`src/rtl/dlock_pkg.sv`:
```
// dlock_pkg: shared types and constants for the dlock keyer.
//   state_t      keyer FSM states
//   DLOCK_CODE_W code length of the dlock receiver
//   DLOCK_CODE   code that unlocks the dlock receiver
package dlock_pkg;

  typedef enum logic [2:0] {
    IDLE  = 3'd0,
    CLR   = 3'd1,
    SHIFT = 3'd2,
    CHECK = 3'd3,
    DONE  = 3'd4
  } state_t;

  localparam int DLOCK_CODE_W = 6;
  localparam logic [DLOCK_CODE_W-1:0] DLOCK_CODE = 6'b101100;

endpackage

```
`src/rtl/dlock_piso.sv`:
```
// dlock_piso: parallel-in serial-out register, MSB first.
//   clk    posedge clock
//   clear  asynchronous active-low reset (register cleared to 0)
//   load   load din (has priority over shift)
//   shift  advance one bit towards the MSB
//   din    parallel word
//   msb    current serial bit
module dlock_piso import dlock_pkg::*; #(
  parameter int CODE_W = DLOCK_CODE_W
) (
  input  logic              clk,
  input  logic              clear,
  input  logic              load,
  input  logic              shift,
  input  logic [CODE_W-1:0] din,
  output logic              msb
);

  logic [CODE_W-1:0] sreg;

  // Shifting rotates rather than discards: after CODE_W shifts the word is
  // back in place, so a retry can resend it without reloading the input.
  always_ff @(posedge clk or negedge clear) begin
    if (!clear) begin
      sreg <= '0;
    end else if (load) begin
      sreg <= din;
    end else if (shift) begin
      sreg <= (sreg << 1) | (sreg >> (CODE_W - 1));
    end
  end

  assign msb = sreg[CODE_W-1];

endmodule

```
`src/rtl/dlock_keyer.sv`:
```
// dlock_keyer: serial code transmitter for the dlock receiver.
// Clears the lock, shifts the latched code out MSB-first, then watches
// unlock for CHK_CYC cycles, retrying up to MAX_TRY attempts in total.
//   clk         posedge clock
//   clear       asynchronous active-low reset
//   start       request pulse, honoured only in IDLE
//   code        code word, latched when start is accepted
//   unlock      lock status from the receiver
//   b_out       serial bit to the lock's b_in
//   lock_clr_n  active-low clear to the lock
//   busy        high whenever not IDLE
//   done        one-cycle completion pulse
//   pass        result, valid with done, held until the next start
//   tries       attempts used by the current or last operation
module dlock_keyer import dlock_pkg::*; #(
  parameter int CODE_W  = DLOCK_CODE_W,
  parameter int MAX_TRY = 3,
  parameter int CHK_CYC = 2
) (
  input  logic                         clk,
  input  logic                         clear,
  input  logic                         start,
  input  logic [CODE_W-1:0]            code,
  input  logic                         unlock,
  output logic                         b_out,
  output logic                         lock_clr_n,
  output logic                         busy,
  output logic                         done,
  output logic                         pass,
  output logic [$clog2(MAX_TRY+1)-1:0] tries
);

  localparam int TRY_W = $clog2(MAX_TRY + 1);
  localparam int IDX_W = (CODE_W > 1) ? $clog2(CODE_W) : 1;
  localparam int CHK_W = (CHK_CYC > 1) ? $clog2(CHK_CYC) : 1;

  state_t             state, state_nx;
  logic [IDX_W-1:0]   idx, idx_nx;
  logic [CHK_W-1:0]   chk, chk_nx;
  logic [TRY_W-1:0]   tries_nx;
  logic               pass_nx;
  logic               load;
  logic               shift_en;
  logic               bit_msb;

  dlock_piso #(
    .CODE_W (CODE_W)
  ) u_piso (
    .clk   (clk),
    .clear (clear),
    .load  (load),
    .shift (shift_en),
    .din   (code),
    .msb   (bit_msb)
  );

  always_ff @(posedge clk or negedge clear) begin
    if (!clear) begin
      state <= IDLE;
      idx   <= '0;
      chk   <= '0;
      tries <= '0;
      pass  <= 1'b0;
    end else begin
      state <= state_nx;
      idx   <= idx_nx;
      chk   <= chk_nx;
      tries <= tries_nx;
      pass  <= pass_nx;
    end
  end

  always_comb begin
    state_nx = state;
    idx_nx   = idx;
    chk_nx   = chk;
    tries_nx = tries;
    pass_nx  = pass;
    load     = 1'b0;
    shift_en = 1'b0;
    case (state)
      IDLE: begin
        if (start) begin
          load     = 1'b1;
          tries_nx = TRY_W'(1);
          pass_nx  = 1'b0;
          state_nx = CLR;
        end
      end
      CLR: begin
        idx_nx   = IDX_W'(CODE_W - 1);
        state_nx = SHIFT;
      end
      SHIFT: begin
        shift_en = 1'b1;
        if (idx == '0) begin
          chk_nx   = '0;
          state_nx = CHECK;
        end else begin
          idx_nx = idx - IDX_W'(1);
        end
      end
      CHECK: begin
        if (unlock) begin
          pass_nx  = 1'b1;
          state_nx = DONE;
        end else if (chk == CHK_W'(CHK_CYC - 1)) begin
          // Increment only below MAX_TRY, so tries saturates there.
          if (tries < TRY_W'(MAX_TRY)) begin
            tries_nx = tries + TRY_W'(1);
            state_nx = CLR;
          end else begin
            pass_nx  = 1'b0;
            state_nx = DONE;
          end
        end else begin
          chk_nx = chk + CHK_W'(1);
        end
      end
      DONE: begin
        state_nx = IDLE;
      end
      default: begin
        state_nx = IDLE;
      end
    endcase
  end

  // Outputs decode from registered state, so they still change only on
  // posedge. lock_clr_n also follows clear directly so the lock is held
  // cleared for the whole reset, and goes high as soon as reset lifts.
  assign busy       = (state != IDLE);
  assign done       = (state == DONE);
  assign b_out      = (state == SHIFT) && bit_msb;
  assign lock_clr_n = clear && (state != CLR);

endmodule

```
`config.mk`:
```
export PLATFORM = sky130hd
export DESIGN_NAME = dlock_keyer
export DESIGN_NICKNAME = d
export VERILOG_FILES = /design/src/rtl/dlock_pkg.sv /design/src/rtl/dlock_piso.sv /design/src/rtl/dlock_keyer.sv
export SDC_FILE = /design/constraint.sdc
export NUM_CORES = 1
export LEC_CHECK = 0
export ABC_AREA = 1
export BUFFER_PORTS_ARGS = -buffer_cell sky130_fd_sc_hd__buf_2
export CAP_MARGIN = 20
export CORE_UTILIZATION = 59
export CTS_BUF_LIST = sky130_fd_sc_hd__clkbuf_8
export DETAILED_ROUTE_END_ITERATION = 7
export PLACE_DENSITY = 0.95
export SETUP_SLACK_MARGIN = 0.15
export SYNTH_ARGS = -nofsm -noshare
export SYNTH_HDL_FRONTEND = slang
export SYNTH_SLANG_ARGS = --single-unit
```
`constraint.sdc`:
```
create_clock -name clk -period 2.1 [get_ports clk]
set_input_delay 0.42 -clock clk [delete_from_list [all_inputs] [get_ports clk]]
set_output_delay 0.42 -clock clk [all_outputs]
set_load 0.02 [all_outputs]
```
Yosys cells after proc, flatten, opt, wreduce, memory -nomap -nowiden
Index checks and enable logic that the tools add are counted.
- $add $sub $neg: 3
- order comparisons: 1
- eq/ne operators: 13
- muxes and demuxes: 27
- bitwise operators: 1
- reductions and logical operators: 14
- operators by type and width (cell ; number):
    2-to-1 mux 3 bit ; 6
    2-to-1 mux 6 bit ; 2
    inequality test 2 bit (second input constant) ; 6
    one-hot mux 3 bit (4 select lines) ; 1
    2-to-1 mux 1 bit ; 10
    2-to-1 mux 2 bit ; 4
    nonzero test 2 bit ; 4
    == test 3 x 2 -> 1 bit (second input constant) ; 2
    logical NOT 3 bit ; 2
    inequality test 3 bit (second input constant) ; 2
    OR 6 x 1 -> 6 bit ; 1
    one-hot mux 3 bit (2 select lines) ; 1
    AND reduction 3 bit ; 2
    AND reduction 5 bit ; 1
    one-hot mux 1 bit (2 select lines) ; 2
    one-hot mux 2 bit (2 select lines) ; 1
    AND reduction 4 bit ; 1
    == test 3 x 1 -> 1 bit (second input constant) ; 1
    == test 3 bit (second input constant) ; 1
    inequality test 3 x 1 -> 1 bit (second input constant) ; 1
    nonzero test 3 bit ; 1
    subtractor 3 x 1 -> 3 bit (second input constant) ; 1
    adder 2 x 1 -> 2 bit (second input constant) ; 1
    logical AND 1 bit ; 2
    other kinds (3) ; 3
- register bits after elaboration: 16
- output and inout port bits: 7
- word-level logic and storage cells: 65

Longest topological paths before layout
- word-level depth: 5
- gate-level depth with buffers: 8
- depth with buffers taken out: 8

Hierarchy
A second synthesis with hierarchy kept.
- cells, all modules: 113
- area total of the unflattened synthesis: 875.8 um^2
- modules (own cells, without submodules) (module ; times used ; cells each ; area each (um^2) ; seq. area each (um^2)):
    dlock_keyer ; 1 ; 80 ; 605.6 ; 250.2
    dlock_piso ; 1 ; 33 ; 270.3 ; 150.1

Worst setup path after synthesis
Ideal clock, no wire load.
- kind: register -> output
- start point: reg state[2]
- end point: out b_out
- arrival: 1.000 ns
- required time: 1.680 ns
- setup slack: 0.680 ns
- stages on the path, launching flop included: 6
- path buffers: 0
- cell sequence: dfrtp_1 nor2_4 nand2_1 inv_2 nand2_1 inv_1
- word-level cells in the longest chain between the ends: 2
- RTL lines (element ; RTL line ; text):
    from (decl) ; dlock_keyer.sv:37 ; state_t state, state_nx;
    from (signal assigned) ; dlock_keyer.sv:65 ; state <= state_nx;
    == test 3 x 2 -> 1 bit ; dlock_keyer.sv:134 ; assign b_out = (state == SHIFT) && bit_msb;
    logical AND 1 bit ; dlock_keyer.sv:134 ;
    to (decl) ; dlock_keyer.sv:25 ; output logic b_out,
Every way passes these cells.

Final worst setup path
Ends and elaborated chain as after synthesis.

==> run_results.csv <==
group,metric,value,unit
setup_path,critical_path_arrival,1.41,ns
clocking,numCtsBuffers,3,
sta,tns,0,ns
setup_path,critPathTopFamily,"flip-flops",
detailed_routing,wl,1585,um
pwr,p_switching,0.6903,mW
final_layout,final_nets,144,
final_layout,area.sequential,400.4,um^2
detailed_routing,num_vias,752,
placed_design,dpl_worst_slack,0.5456,ns
floorplan,core_region_area,1318,um^2
grt,grt_pass1_wl,2484,um
setup_path,reg2regPathDepth,8,
clocking,cts_max_level,1,
setup_path,critical_path_required,1.68,ns
synthesis,synth.distinct_cells,15,
pwr,p_leak,0.5816,nW
sta,clock.fmax,547.1,MHz
setup_path,path_cells,"nor2_4 > nand2_1 > inv_2 > nand2_1 > inv_1 > buf_2",
final_layout,layout-drive-gt1-share,21.54,%
setup_path,cpMostUsedCell,"nand2_1",
floorplan,rows,13,
detailed_routing,avgViaCountPerCell,5.186,
grt,antenna_found_initial,0,
clocking,cts_tree,"built",
pwr,clockPowerShare,17.4,%
floorplan,die-area,1580,um^2
sta,holdWs,0.1135,ns
hold_path,min_path_type,"in -> async",
clocking,cts.sink_count,16,
sta,worstMarginPinSlew,0.2610,ns
sta,worst_slack,0.2723,ns
sta,final_hold_viol_count,0,
detailed_routing,drt-wirelength-per-cell,10.93,um
synthesis,ys_seq_elements,16,
pwr,power,1.563,mW
setup_path,start_kind,"flop",
final_layout,multiInputGateArea,387.9,um^2
clocking,cts_hold_buf,0,
placed_design,portBuffers,16,
synthesis,yosysSeqAreaShare,47.62,%
pwr,max-vdd-ir-drop,0.0007897,V
final_layout,post-route-util,76.07,%
pwr,swShare,44.17,%
clocking,cts.repair.resized,0,
placed_design,place.gp.congestion,0.7805,
pwr,pwr-share-comb,47.1,%
floorplan,die_h,39.75,um
setup_path,worstSetupPathType,"reg -> out",
setup_path,slowest_stage,"dfrtp_1",
setup_path,reg2reg_to,"idx[2]",
synthesis,syn_avg_cell_area,7.714,um^2
final_layout,area_delta_synth_final,19.20,%
sta,slew_headroom,82.60,%
flow_run,drv_cap,0,
synthesis,synth_nets,122,
sta,fin_crit_sh,87.04,%
sta,finClkSkew,0.001423,ns
setup_path,r2r_start,"idx[0]",
detailed_routing,detail-route-antenna-nets,0,
setup_path,cp_max_fo,7,
final_layout,fillers,93,
clocking,cts-root-buf,"clkbuf_8",
grt,grt_pass1_vias,642,
clocking,clkLatencyLatePin,0.25,ns
final_layout,diodes,0,
detailed_routing,first_iter_violations,19,
clocking,cts_buffer_depth,2,
pwr,powerDensity,1559,nW/um^2
floorplan,initial_utilization,63.82,%
setup_path,end_kind,"output port",
placed_design,dp_hpwl,1184,um
pwr,p_int,0.8727,mW
synthesis,yosysWarnings,0,
sta,layout_min_cycle_time,1.828,ns
setup_path,rrSetupSlack,0.70,ns
clocking,clkTransAtPathRegs,0.06,ns
clocking,cts_setup_buffers,0,
sta,setup_viol,0,
floorplan,die_w,39.75,um
setup_path,slowest_delay,0.47,ns
detailed_routing,drcViolationCount,0,
pwr,seq_power_share,35.5,%
grt,overflow,0,
sta,maxSlewViolCount,0,
outcome,status,"completed",
detailed_routing,first_pass_iters,4,
grt,grt_max_degree,17,
synthesis,syn_area,840.8,um^2
setup_path,path_buf_inv,3,
synthesis,syn_inst,109,
sta,rsz0062_at_grt,"no",
grt,gr-usage-all-layers,24.73,%
floorplan,ios,17,
## area by class of cell
type                       instances  area share, %
multi-input combinational         79          38.70
inverter                          14          5.243
timing repair buffer              17          8.739
sequential                        16          39.95
tap                               15          1.873
clock buffer                       4          5.493
## synth_stat cells, drive strengths merged
library cell   n  area [um^2]
ha             3        37.54
nor2           8        52.55
inv           14        52.55
nand3         18        95.09
o21ai          1        5.000
a21oi          2        10.01
o21a           1        7.510
nor3           2        10.01
o22ai          1        6.260
dfrtp         16        400.4
nand2         43        163.9
## kinds of logic (layout without fill, tap and decap cells)
kind of cell,Yosys count,count (layout),synth area share (%)
AND/OR/NAND/NOR,71,71,38.24
flip-flops,16,16,47.62
adder cells (fa/ha/maj),3,3,4.465
AO/OA/AOI/OAI,5,5,3.423
buffers and inverters,14,35,6.250
## per-stage QoR
stage	instances	area [um^2]
6_report	145	1002
5_1_grt	145	1002
4_1_cts	145	1002
3_5_place_dp	141	947.2
3_3_place_gp	141	947.2
2_1_floorplan	109	840.8
## worst max-delay path by stage
stage             to  slack [ns]  cells after the start  startpoint
2_1_floorplan  b_out        0.68                      5    state[2]
3_3_place_gp   b_out        0.59                      6    state[2]
3_5_place_dp   b_out        0.55                      6    state[2]
4_1_cts        b_out        0.27                      6    state[2]
5_1_grt        b_out        0.17                      6    state[0]
6_report       b_out        0.27                      6    state[2]
## layer usage
layer	GRT usage, %	up-vias	share of wire (%)
met3	5.114	4	4.7
met1	29.67	340	45
met2	42.21	20	49
met4	10.34	0	1.5
met5	0	-	0
li1	-	388	-
## layout by cell type (no fill, tap or decap)
master,count
a21oi_1,2
buf_2,16
buf_4,1
clkbuf_8,4
dfrtp_1,16
ha_1,3
inv_1,12
inv_2,2
nand2_1,42
nand2_2,1
nand3_1,17
nand3_2,1
nor2_1,5
nor2_4,3
nor3_1,2
o21a_1,1
o21ai_0,1
o22ai_1,1
## power by group through the flow
stage / Clock (mW) / Sequential [mW] / Combinational, mW
2_1_floorplan: 0 / 0.564 / 0.538
3_3_place_gp: 0 / 0.544 / 0.705
3_5_place_dp: 0 / 0.555 / 0.735
4_1_cts: 0.275 / 0.553 / 0.745
5_1_grt: 0.286 / 0.569 / 0.854
6_report: 0.272 / 0.555 / 0.736
## flip-flops by register name (all words and copies together) (netlist names)
signal       count
chk              1
state            3
tries            2
pass             1
idx              3
u_piso.sreg      6
(Power assumes the default switching activity.)
